### config.mk
export PLATFORM = sky130hd
export DESIGN_NAME = host_cmd_master
export DESIGN_NICKNAME = d
export VERILOG_FILES = /design/src/rtl/host_cmd_pkg.sv /design/src/rtl/host_cmd_timer.sv /design/src/rtl/host_cmd_master.sv
export SDC_FILE = /design/constraint.sdc
export NUM_CORES = 1
export LEC_CHECK = 0
export ABC_CLOCK_PERIOD_IN_PS = 3550
export BUFFER_PORTS_ARGS = -buffer_cell sky130_fd_sc_hd__buf_4
export CORE_AREA = 2 2 82 84
export CTS_CLUSTER_SIZE = 12
export DETAILED_ROUTE_END_ITERATION = 10
export DIE_AREA = 0 0 84 86
export PLACE_DENSITY = 0.75
export SLEW_MARGIN = 10
export SYNTH_ARGS = -nofsm -noshare
export SYNTH_HDL_FRONTEND = slang
export SYNTH_HIERARCHICAL = 1
export SYNTH_SLANG_ARGS = --single-unit
### constraint.sdc
create_clock -name clk -period 3.55 [get_ports clk]
set_input_delay 0.355 -clock clk [delete_from_list [all_inputs] [get_ports clk]]
set_output_delay 0.355 -clock clk [all_outputs]
set_load 0.005 [all_outputs]
### src/rtl/host_cmd_pkg.sv
// host_cmd_pkg: command bytes, request encoding, FSM states and frame byte selection.
package host_cmd_pkg;
  typedef enum logic [1:0] {CMD_WR = 2'b00, CMD_RD = 2'b01, CMD_ALU = 2'b10, CMD_NOP = 2'b11} cmd_t;
  typedef enum logic [2:0] {IDLE, SEND, GAP, WAIT_RSP, DONE} state_t;
  localparam logic [7:0] HDR_WR = 8'hAA;
  localparam logic [7:0] HDR_RD = 8'hBB;
  localparam logic [7:0] HDR_ALU = 8'hCC;
  localparam logic [7:0] HDR_NOP = 8'hDD;
  function automatic logic [1:0] last_idx(input cmd_t c);
    return c == CMD_WR ? 2'd2 : c == CMD_ALU ? 2'd3 : 2'd1;
  endfunction
  function automatic logic [7:0] frame_byte(input cmd_t c, input logic [1:0] i, input logic [3:0] addr,
                                            input logic [7:0] data, input logic [7:0] a, input logic [7:0] b,
                                            input logic [3:0] fun);
    logic [7:0] hdr;
    hdr = c == CMD_WR ? HDR_WR : c == CMD_RD ? HDR_RD : c == CMD_ALU ? HDR_ALU : HDR_NOP;
    return i == 2'd0 ? hdr :
           c == CMD_WR ? (i == 2'd1 ? {4'h0, addr} : data) :
           c == CMD_RD ? {4'h0, addr} :
           c == CMD_ALU ? (i == 2'd1 ? a : i == 2'd2 ? b : {4'h0, fun}) : {4'h0, fun};
  endfunction
endpackage

### src/rtl/host_cmd_timer.sv
// host_cmd_timer: response timeout counter, flags the terminal count TIMEOUT-1.
module host_cmd_timer #(
  parameter int TIMEOUT = 4096
) (
  input  logic clk,
  input  logic rst,
  input  logic clear,
  input  logic enable,
  output logic expired
);
  localparam int W = TIMEOUT > 2 ? $clog2(TIMEOUT) : 1;
  logic [W-1:0] cnt;
  always_ff @(posedge clk or posedge rst)
    if (rst) cnt <= '0;
    else if (clear) cnt <= '0;
    else if (enable) cnt <= cnt + 1'b1;
  assign expired = cnt == W'(TIMEOUT - 1);
endmodule

### src/rtl/host_cmd_master.sv
// host_cmd_master: serialises host commands to a UART and collects the reply.
module host_cmd_master
  import host_cmd_pkg::*;
#(
  parameter int TIMEOUT = 4096,
  parameter int DW = 8
) (
  input  logic          clk,
  input  logic          rst,
  input  logic          req_valid,
  output logic          req_ready,
  input  logic [1:0]    req_cmd,
  input  logic [3:0]    req_addr,
  input  logic [7:0]    req_data,
  input  logic [7:0]    req_op_a,
  input  logic [7:0]    req_op_b,
  input  logic [3:0]    req_fun,
  output logic [DW-1:0] tx_p_data,
  output logic          tx_d_vld,
  input  logic          tx_busy,
  input  logic [DW-1:0] rx_p_data,
  input  logic          rx_d_vld,
  output logic          rsp_valid,
  output logic [15:0]   rsp_data,
  output logic          rsp_err
);
  state_t state, nxt;
  cmd_t cmd;
  logic [3:0] addr, fun;
  logic [7:0] data, op_a, op_b;
  logic [1:0] idx;
  logic rx_cnt, last, rx_take, rx_done, timed_out, t_clear, expired;
  assign last = idx == last_idx(cmd);
  assign rx_take = state == WAIT_RSP && rx_d_vld;
  assign rx_done = rx_take && (cmd == CMD_RD || rx_cnt);
  // a byte arriving on the terminal count wins over the timeout
  assign timed_out = state == WAIT_RSP && expired && !rx_d_vld;
  assign t_clear = (state == GAP && last) || rx_take;
  assign req_ready = state == IDLE && !rst;
  assign rsp_valid = state == DONE;
  assign tx_p_data = tx_d_vld ? DW'(frame_byte(cmd, idx, addr, data, op_a, op_b, fun)) : '0;
  host_cmd_timer #(.TIMEOUT(TIMEOUT)) u_timer (
    .clk(clk), .rst(rst), .clear(t_clear), .enable(state == WAIT_RSP), .expired(expired)
  );
  always_comb begin
    nxt = state;
    tx_d_vld = 1'b0;
    case (state)
      IDLE: nxt = req_valid && req_ready ? SEND : IDLE;
      SEND: begin
        tx_d_vld = !tx_busy;
        nxt = tx_busy ? SEND : GAP;
      end
      GAP: nxt = !last ? SEND : cmd == CMD_WR ? DONE : WAIT_RSP;
      WAIT_RSP: nxt = rx_done || timed_out ? DONE : WAIT_RSP;
      DONE: nxt = IDLE;
      default: nxt = IDLE;
    endcase
  end
  always_ff @(posedge clk or posedge rst)
    if (rst) begin
      state <= IDLE;
      cmd <= CMD_WR;
      {addr, fun, data, op_a, op_b} <= '0;
      idx <= '0;
      rx_cnt <= 1'b0;
      rsp_data <= '0;
      rsp_err <= 1'b0;
    end else begin
      state <= nxt;
      if (state == IDLE && req_valid) begin
        cmd <= cmd_t'(req_cmd);
        addr <= req_addr;
        data <= req_data;
        op_a <= req_op_a;
        op_b <= req_op_b;
        fun <= req_fun;
        idx <= '0;
        rx_cnt <= 1'b0;
        rsp_data <= '0;
        rsp_err <= 1'b0;
      end
      if (state == GAP && !last) idx <= idx + 2'd1;
      if (rx_take) begin
        rx_cnt <= 1'b1;
        if (rx_cnt) rsp_data[15:8] <= rx_p_data[7:0];
        else rsp_data[7:0] <= rx_p_data[7:0];
      end
      if (timed_out) rsp_err <= 1'b1;
    end
endmodule
## Word level (Yosys, flattened, before mapping)

Cells that the tools add are included.

- $add $sub $neg: 2
- Equal/unequal tests: 10
- Multiplexer cells: 31
- Reduce and logical (&&, ||, !) cells: 23

Operators with widths:

| kind | count |
|---|---|
| $mux W8 | 10 |
| $mux W16 | 2 |
| $mux W12 | 2 |
| $mux W7 | 2 |
| $add A12 B1 Y12 const B | 1 |
| $eq A12 B12 Y1 const B | 1 |
| $pmux W3 S4 | 1 |
| $mux W2 | 5 |
| $logic_and A1 B1 Y1 | 9 |
| $mux W3 | 3 |
| $reduce_bool A2 Y1 | 4 |
| $eq A3 B2 Y1 const B | 2 |
| $mux W1 | 5 |
| $mux W5 | 1 |
| $eq A2 B1 Y1 const B | 2 |
| $eq A2 B2 Y1 const B | 2 |
| $logic_not A1 Y1 | 4 |
| $logic_not A2 Y1 | 2 |
| $eq A3 B1 Y1 const B | 1 |
| $eq A3 B3 Y1 const B | 1 |
| $logic_not A3 Y1 | 1 |
| $logic_or A1 B1 Y1 | 3 |
| $add A2 B1 Y2 const B | 1 |
| $eq A2 B2 Y1 | 1 |

- Register bits: 69
- Output and inout port bits: 28

## Longest topological paths before layout

Gate-level depths: netlist of run 1.

- Depth in word-level cells: 8
- Depth in mapped cells: 8

## Cells and area by module

The synthesis of run 1 kept the hierarchy.

Modules (own cells, without submodules):

| module | times used | cells each | area an instance (um^2) | sequential area each (um^2) |
|---|---|---|---|---|
| host_cmd_master | 1 | 290 | 2691.3 | 1426.4 |
| host_cmd_timer | 1 | 60 | 609.3 | 300.3 |

## Worst setup path before layout of run 1

OpenSTA, ideal clock, no wires.

- Path type: register to register
- From: reg idx[0]
- To: reg u_timer.cnt[10]
- Setup time: 0.080 ns
- Data arrival time: 2.410 ns
- Required time: 3.470 ns
- Setup slack: 1.061 ns
- Stages on the path, launching flop included: 8
- Path buffers: 0
- Clock period less this slack: 2.489 ns
- Path through: dfrtp_1 > xor2_1 > o31ai_1 > nor2_1 > a211oi_1 > o211ai_1 > or4_1 > a21oi_1

- Longest elaborated chain between the ends: 4
- Elaborated cells between the ends (all ways): 5
- Those cells by class: eq/ne: 1; mux: 1; reduce/logical: 3

Ends and longest elaborated chain:

| item | line | RTL |
|---|---|---|
| start, declared | host_cmd_master.sv:31 | `logic [1:0] idx;` |
| start signal, assigned | host_cmd_master.sv:83 | `if (state == GAP && !last) idx <= idx + 2'd1;` |
| $eq A2 B2 Y1 (*) | host_cmd_master.sv:33 | `assign last = idx == last_idx(cmd);` |
| $logic_and A1 B1 Y1 (*) | host_cmd_master.sv:38 | `assign t_clear = (state == GAP && last) \|\| rx_take;` |
| $logic_or A1 B1 Y1 (*) | host_cmd_master.sv:38 |  |
| named net t_clear | host_cmd_master.sv:32 | `logic rx_cnt, last, rx_take, rx_done, timed_out, t_clear, expired;` |
| $mux W12 or $reduce_bool A2 Y1 (tied branches) | - |  |
| end signal, assigned | host_cmd_timer.sv:16 | `else if (enable) cnt <= cnt + 1'b1;` |
| end, declared | host_cmd_timer.sv:12 | `logic [W-1:0] cnt;` |

Mark *: on every way through the listed nets, which the timed path passes. The rest lies on a longest branch.
A chain may end at the register's enable or synchronous reset.

## Final worst setup path of run 1

- From: reg idx[1]
- To: out tx_p_data[6]

- Longest elaborated chain between the ends: 8
- Elaborated cells between the ends (all ways): 11
- Those cells by class: eq/ne: 2; mux: 8; reduce/logical: 1

Ends and longest elaborated chain:

| item | line | RTL |
|---|---|---|
| $eq A2 B2 Y1 | host_cmd_pkg.sv:20 | `c == CMD_ALU ? (i == 2'd1 ? a : i == 2'd2 ? b : {4'h0, fun}) : {4'h0, fun};` |
| $mux W8 (3 in a row) | host_cmd_pkg.sv:20 |  |
| $mux W8 | host_cmd_pkg.sv:19 | `c == CMD_RD ? {4'h0, addr} :` |
| $mux W8 | host_cmd_pkg.sv:18 | `c == CMD_WR ? (i == 2'd1 ? {4'h0, addr} : data) :` |
| $mux W8 (*) | host_cmd_pkg.sv:17 | `return i == 2'd0 ? hdr :` |
| $mux W8 (*) | host_cmd_master.sv:41 | `assign tx_p_data = tx_d_vld ? DW'(frame_byte(cmd, idx, addr, data, op_a, op_b, fun)) : '0;` |
| end, declared | host_cmd_master.sv:18 | `output logic [DW-1:0] tx_p_data,` |

Mark *: on every way between the ends. The rest lies on a longest branch, timed or not.

==> results of run 1 <==
-- power breakdown --
group | internal (mW) | total [mW] | switching (mW)
clock | 0.375 | 0.643 | 0.268
combinational | 0.518 | 1.14 | 0.619
sequential | 1.06 | 1.33 | 0.262
-- cell families (layout without fill, tap and decap cells) --
group                    count (synthesis)  in the layout  synth area share [%]
AND/OR/NAND/NOR                        165            165                  21.2
flip-flops                              69             69                  52.3
AO/OA/AOI/OAI                           64             64                  15.3
buffers and inverters                   27            103                  3.34
multiplexers                            16             16                  5.00
XOR/XNOR                                 5              5                  1.33
adder cells (fa/ha/maj)                  4              4                  1.52
-- state kept, by name (all words and copies together), names as in the netlist --
signal,flops
idx,2
cmd,2
rsp_err,1
op_b,8
data,8
state,3
rsp_data,16
u_timer/cnt,12
op_a,8
fun,4
rx_cnt,1
addr,4
-- synth_stat cells (4+ instances only) --
master	n
a21oi_1	10
a221oi_1	5
a22o_1	20
buf_1	4
clkbuf_1	8
dfrtp_1	69
ha_1	4
inv_1	10
mux2_2	4
mux2i_1	12
nand2_1	114
nor2_1	20
nor3_1	7
o21ai_0	7
o31ai_1	5
or3_1	4
or4_1	4
xor2_1	4
-- how the worst max path moves through the flow --
stage	startpoint	to	cells past startpoint
floorplan	idx[0]	u_timer/cnt[10]	7
global placement	cmd[1]	u_timer/cnt[11]	8
detailed placement	cmd[1]	u_timer/cnt[8]	8
CTS	idx[1]	tx_p_data[6]	7
global route	idx[1]	tx_p_data[6]	7
finish	idx[1]	tx_p_data[6]	7
-- layer usage --
| layer | routed length (µm) | vias up |
|---|---|---|
| li1 | - | 1359 |
| met1 | 3380 | 1361 |
| met2 | 3740 | 67 |
| met3 | 383 | 8 |
| met4 | 86 | 0 |
| met5 | 0 | - |
-- worst reg2reg max path: stages, from the launching register on --
cell and delay (ps):
dfrtp_1 560, xor2_1 240, o31ai_1 310, nor2_1 70, a211oi_1 260, buf_4 230, o211ai_1 200, or4_1 550
a21oi_1 160
-- cell usage in the layout, fill, tap and decap left out, types with 2 or more instances in the layout --
cell type / Yosys / final
mux2i_1: 12 / 12
nor2b_1: 2 / 2
a221oi_1: 5 / 5
o21ai_0: 7 / 7
clkbuf_8: 0 / 12
a22o_1: 20 / 20
o31ai_1: 5 / 5
nor3_1: 7 / 7
nand2b_1: 2 / 2
nand4_1: 3 / 3
nand3_1: 2 / 2
a21oi_1: 10 / 10
a211oi_1: 3 / 3
or4_1: 4 / 4
nand2_1: 114 / 114
xor2_1: 4 / 4
ha_1: 4 / 4
buf_4: 1 / 79
nor2_1: 20 / 20
inv_1: 10 / 9
o211ai_1: 2 / 2
mux2_2: 4 / 4
or3_1: 4 / 4
dfrtp_1: 69 / 69
-- area by class of cell --
class                      count  share of cell area, %
clock inverter                 1                  0.729
tap                           77                   2.34
clock buffer                  13                   4.10
inverter                      10                  0.912
sequential                    69                   41.9
multi-input combinational    254                   35.6
timing repair buffer          79                   14.4
==> metrics.cfg, run 1 <==
[run_status]
outcome=completed

[synthesis]
ys.warnings.count=6
yosysUniqueCellTypes=47
async_flop_share_pct=100
ys_seq_elements=69
synth_fp_nets=401
synth.cell_area_um2=3300
yosysTopAreaCell=dfrtp_1
synthCells=350
yosysSeqAreaShare_pct=52.3
netlist.area_leader.share_pct=52.3
avgSynthCellArea_um2=9.43
synthFlopType=dfrtp_1
synth.area.top_cells=dfrtp_1 52%, nand2_1 13%, a22o_1 5.3%
synth_edf_count=0

[routing]
drt.antenna.violating_nets=0
firstDrtPassIters=4
viasPerCell=5.56
drcViolationCount=0
wl_per_cell_um=15.1
wirelength_mm=7.59
first_iter_violations=136
via_count=2795

[sta]
post-route-period-util_pct=79.1
hold_ws_ps=62.9
tightest_slew_ps=766
finalHoldViolCount=0
rsz0062_at_grt=no
maxSlewHeadroom_pct=48.9
period_needed_ps=2810
finalWorstSetupSlack_ps=742
drv_slew=0
setup_viol=0
skew_ps=9.93
fmax_mhz=356
finalSetupTns_ps=0

[global_route]
grt_use_met2_pct=36.0
grt.total_usage_pct=22.1
grt_pass1_wl_mm=12.8
grt_max_degree=39
grtUsageMet1_pct=29.9
antenna_found_initial=0
grt_overflow=0
globalRoute.busiestLayer=met2
first_global_vias=2764
met3_usage_pct=5.10

[placement]
hpwl_mm=5.44
dp.cells=489
place_area_um2=3920
io_buffers=74
routabilityCongestion=0.806
dpl_worst_slack_ps=909

[clock_tree]
cts_tree=yes
cts_sinks=69
cts-resized-gates=0
cts_max_path_buffers=2
clkSlewWorstSetupHoldPaths_ps=70
cts_inserted_buffers=9
cts_root_buf=clkbuf_8
clk_latency_ps=330
h-tree-depth=3
cts-hold-fix-buffers=0
post_cts_buffers=0

[setup_path]
crit_family=adder cells
worstSetupStartpointType=flip-flop
cp-end-kind=output pin
worstPathRequired_ps=3190
path_cells=inv_1, ha_1, nor2b_1, a22o_1, a221oi_1, nor2_1, buf_4
path_buf_inv=2
worst-setup-path-type=reg -> out
slowest_delay_ps=590
r2r-end=u_timer/cnt[8]
crit_path_max_fanout=16
rr_startpoint=cmd[1]
r2r_cells=8
crit_arrival_ps=2450
ff2ff_setup_slack_ps=900
slowest_stage=ha_1

[power_and_ir_drop]
ir_drop_uv=437
p_total_mw=3.11
leakage_nw=2.08
power_density_nw_per_um2=755

[finish]
drive_gt1_share_pct=23.2
n_fill_cell=535
final_util_pct=65.6
area_growth_pct=24.7
final-seq-area_um2=1730
nNetsFinal=474
final_area_um2=4120
diodes=0
fin_cells=503
multiInputGateArea_um2=1460

[die]
core-area_um2=6280
row_count=29
die_area_um2=7220
ios=75
initial_core_util_pct=52.6
dieWidth_um=84
die_h_um=86

[hold_path]
hold_path_class=in -> async

[job]
drv_cap=0

Power figures use the tool's default switching activity.
==> inputs of run 2 (changes only) <==
ABC_AREA = 1   (was default)
ABC_CLOCK_PERIOD_IN_PS = 2500   (was 3550)
CORE_AREA = 2 2 88 90   (was 2 2 82 84)
DIE_AREA = 0 0 90 92   (was 0 0 84 86)
PLACE_DENSITY = 0.71   (was 0.75)
clock period = 2.5 ns   (was 3.55 ns; I/O delays follow)
==> run 2 against run 1 <==
- sequential power rose by 32%
- first-iteration DRC count rose by 42%
- count of clock-buffer cells in the layout fell by 3
- highest routed layer unchanged
- flip-flop and latch count did not move
- via count rose by 10%
- combinational power rose by 56%
- sequential share of layout area fell by 1.8 points
==> metrics.cfg, run 2 <==
[run_status]
outcome=completed

[power_and_ir_drop]
ir_drop_uv=462
p_total_mw=4.30
power_density_nw_per_um2=1000
leakage_nw=2.27

[synthesis]
synthFlopType=dfrtp_1
async_flop_share_pct=100
netlist.area_leader.share_pct=49.5
synth_edf_count=0
synthCells=448
yosysSeqAreaShare_pct=49.5
yosysTopAreaCell=dfrtp_1
ys.warnings.count=6
synth_common_cells=150 x nand2_1, 69 x dfrtp_1, 56 x inv_1, 50 x o21ai_0, 35 x nand3_1
synth_fp_nets=499
synth.area.top_cells=dfrtp_1 49%, nand2_1 16%, o21ai_0 7.2%
ys_seq_elements=69
synth.cell_area_um2=3490
yosysMostFrequentCell=nand2_1
yosysUniqueCellTypes=27
avgSynthCellArea_um2=7.79

[clock_tree]
cts_tree=yes
clk_latency_ps=340
cts_max_path_buffers=2
cts_sinks=69
clkSlewWorstSetupHoldPaths_ps=70
cts_inserted_buffers=9
post_cts_buffers=0
cts_root_buf=clkbuf_8
h-tree-depth=3

[setup_path]
crit_arrival_ps=1940
worst-setup-path-type=reg -> out
cp.depth=11
r2r_cells=7
slowest_stage=dfrtp_1
crit_top_cell=nand2_1
path_buf_inv=3
cp-end-kind=output pin
path_cells=inv_1, ha_2, inv_1, nand2_1, nand3_1, nand2_1, nand2_1, nand2_1, nand2_1, a21oi_1, buf_4
crit_family=buffers and inverters
worstPathRequired_ps=2250
slowest_delay_ps=410
crit_path_max_fanout=9
worstSetupStartpointType=flip-flop

[routing]
viasPerCell=4.87
first_iter_violations=193
firstDrtPassIters=4
drt.antenna.violating_nets=0
via_count=3077
met3_wirelength_um=424
highest_layer=met4
wl_per_cell_um=13.0
wl_met1_mm=3.93
drcViolationCount=0
wirelength_mm=8.20
wl_met2_mm=3.75

[finish]
final_util_pct=57.7
drive_gt1_share_pct=21.3
largest_reg_flops=16
final_area_um2=4300
layout_commonest_cell=nand2_1
diodes=0
reg_top3=rsp_data x16, u_timer/cnt x12
top_register=rsp_data
fin_cells=632
mostFrequentLayoutCells=150 x nand2_1, 80 x buf_4, 69 x dfrtp_1
area_growth_pct=23.3
nNetsFinal=577

[sta]
finalHoldViolCount=0
drv_slew=0
rsz0062_at_grt=no
fmax_mhz=457
setup_viol=0
hold_ws_ps=108
finalSetupTns_ps=0
tightest_slew_ps=583
maxSlewHeadroom_pct=61.1
skew_ps=9.92
finalWorstSetupSlack_ps=312
post-route-period-util_pct=87.5
period_needed_ps=2190

[die]
row_count=32
initial_core_util_pct=46.8
die_area_um2=8280
ios=75
die_h_um=92
core-area_um2=7450
dieWidth_um=90

[placement]
place_area_um2=4120
dp.cells=616
dpl_worst_slack_ps=551
routabilityCongestion=0.897
io_buffers=74
hpwl_mm=5.97

[global_route]
grt.total_usage_pct=21.0
grt_pass1_wl_mm=14.1
grt_overflow=0
first_global_vias=3005
antenna_found_initial=0
grt_max_degree=50

[job]
drv_cap=0

[hold_path]
hold_path_class=in -> reg
hold_depth=3

run 2: final cells by class:
type                       instances  area (µm²)
timing repair buffer              81         611
fill                             754        3150
clock inverter                     5        27.5
inverter                          57         214
clock buffer                      10         138
tap                              102         128
multi-input combinational        308        1460
sequential                        69        1730
run 2: metal layers:
layer  vias to the layer above  GRT usage [%]
met5                         -              0
met4                         0           7.05
met3                         8           3.53
met2                        66           32.8
met1                      1424           29.8
li1                       1579              -
run 2: cell families (layout without fill, tap and decap cells):
group           after synthesis  count (layout)  share of synthesized area (%)
xor+xnor                      3               3                          0.753
compound gates               75              75                           11.2
simple gates                226             226                           28.3
fa+ha+maj                     4               4                           1.43
buf+inv                      71             153                           8.82
flops                        69              69                           49.5
run 2: worst paths after layout:
kind                            slack, ps        endpoint        start
worst max-delay path                  310    tx_p_data[0]       idx[0]
worst min-delay path                  110         data[3]  req_data[3]
worst max register to register        650  u_timer/cnt[6]       cmd[0]
worst min register to register        480         op_a[1]      op_a[1]
max in group asynchronous            1190          fun[3]          rst
min in group asynchronous             430         addr[3]          rst
run 2: timing repair:
item | CTS | global route
hold buffers | 1 | 0
setup endpoints to repair | 0 | 2
gates resized for setup | 0 | 1
endpoints found under the hold margin | 24 | 0
run 2: tightest hold or removal path, delay by kind of cell:
family        cells  cell delay [ps]
buf+inv           1               70
simple gates      2               80
run 2: report_power, final:
group | internal [mW] | leakage [nW] | switching, mW
logic | 0.672 | 1.28 | 1.10
clock network | 0.374 | 0.0877 | 0.398
registers | 1.49 | 0.899 | 0.257
total | 2.54 | 2.27 | 1.76
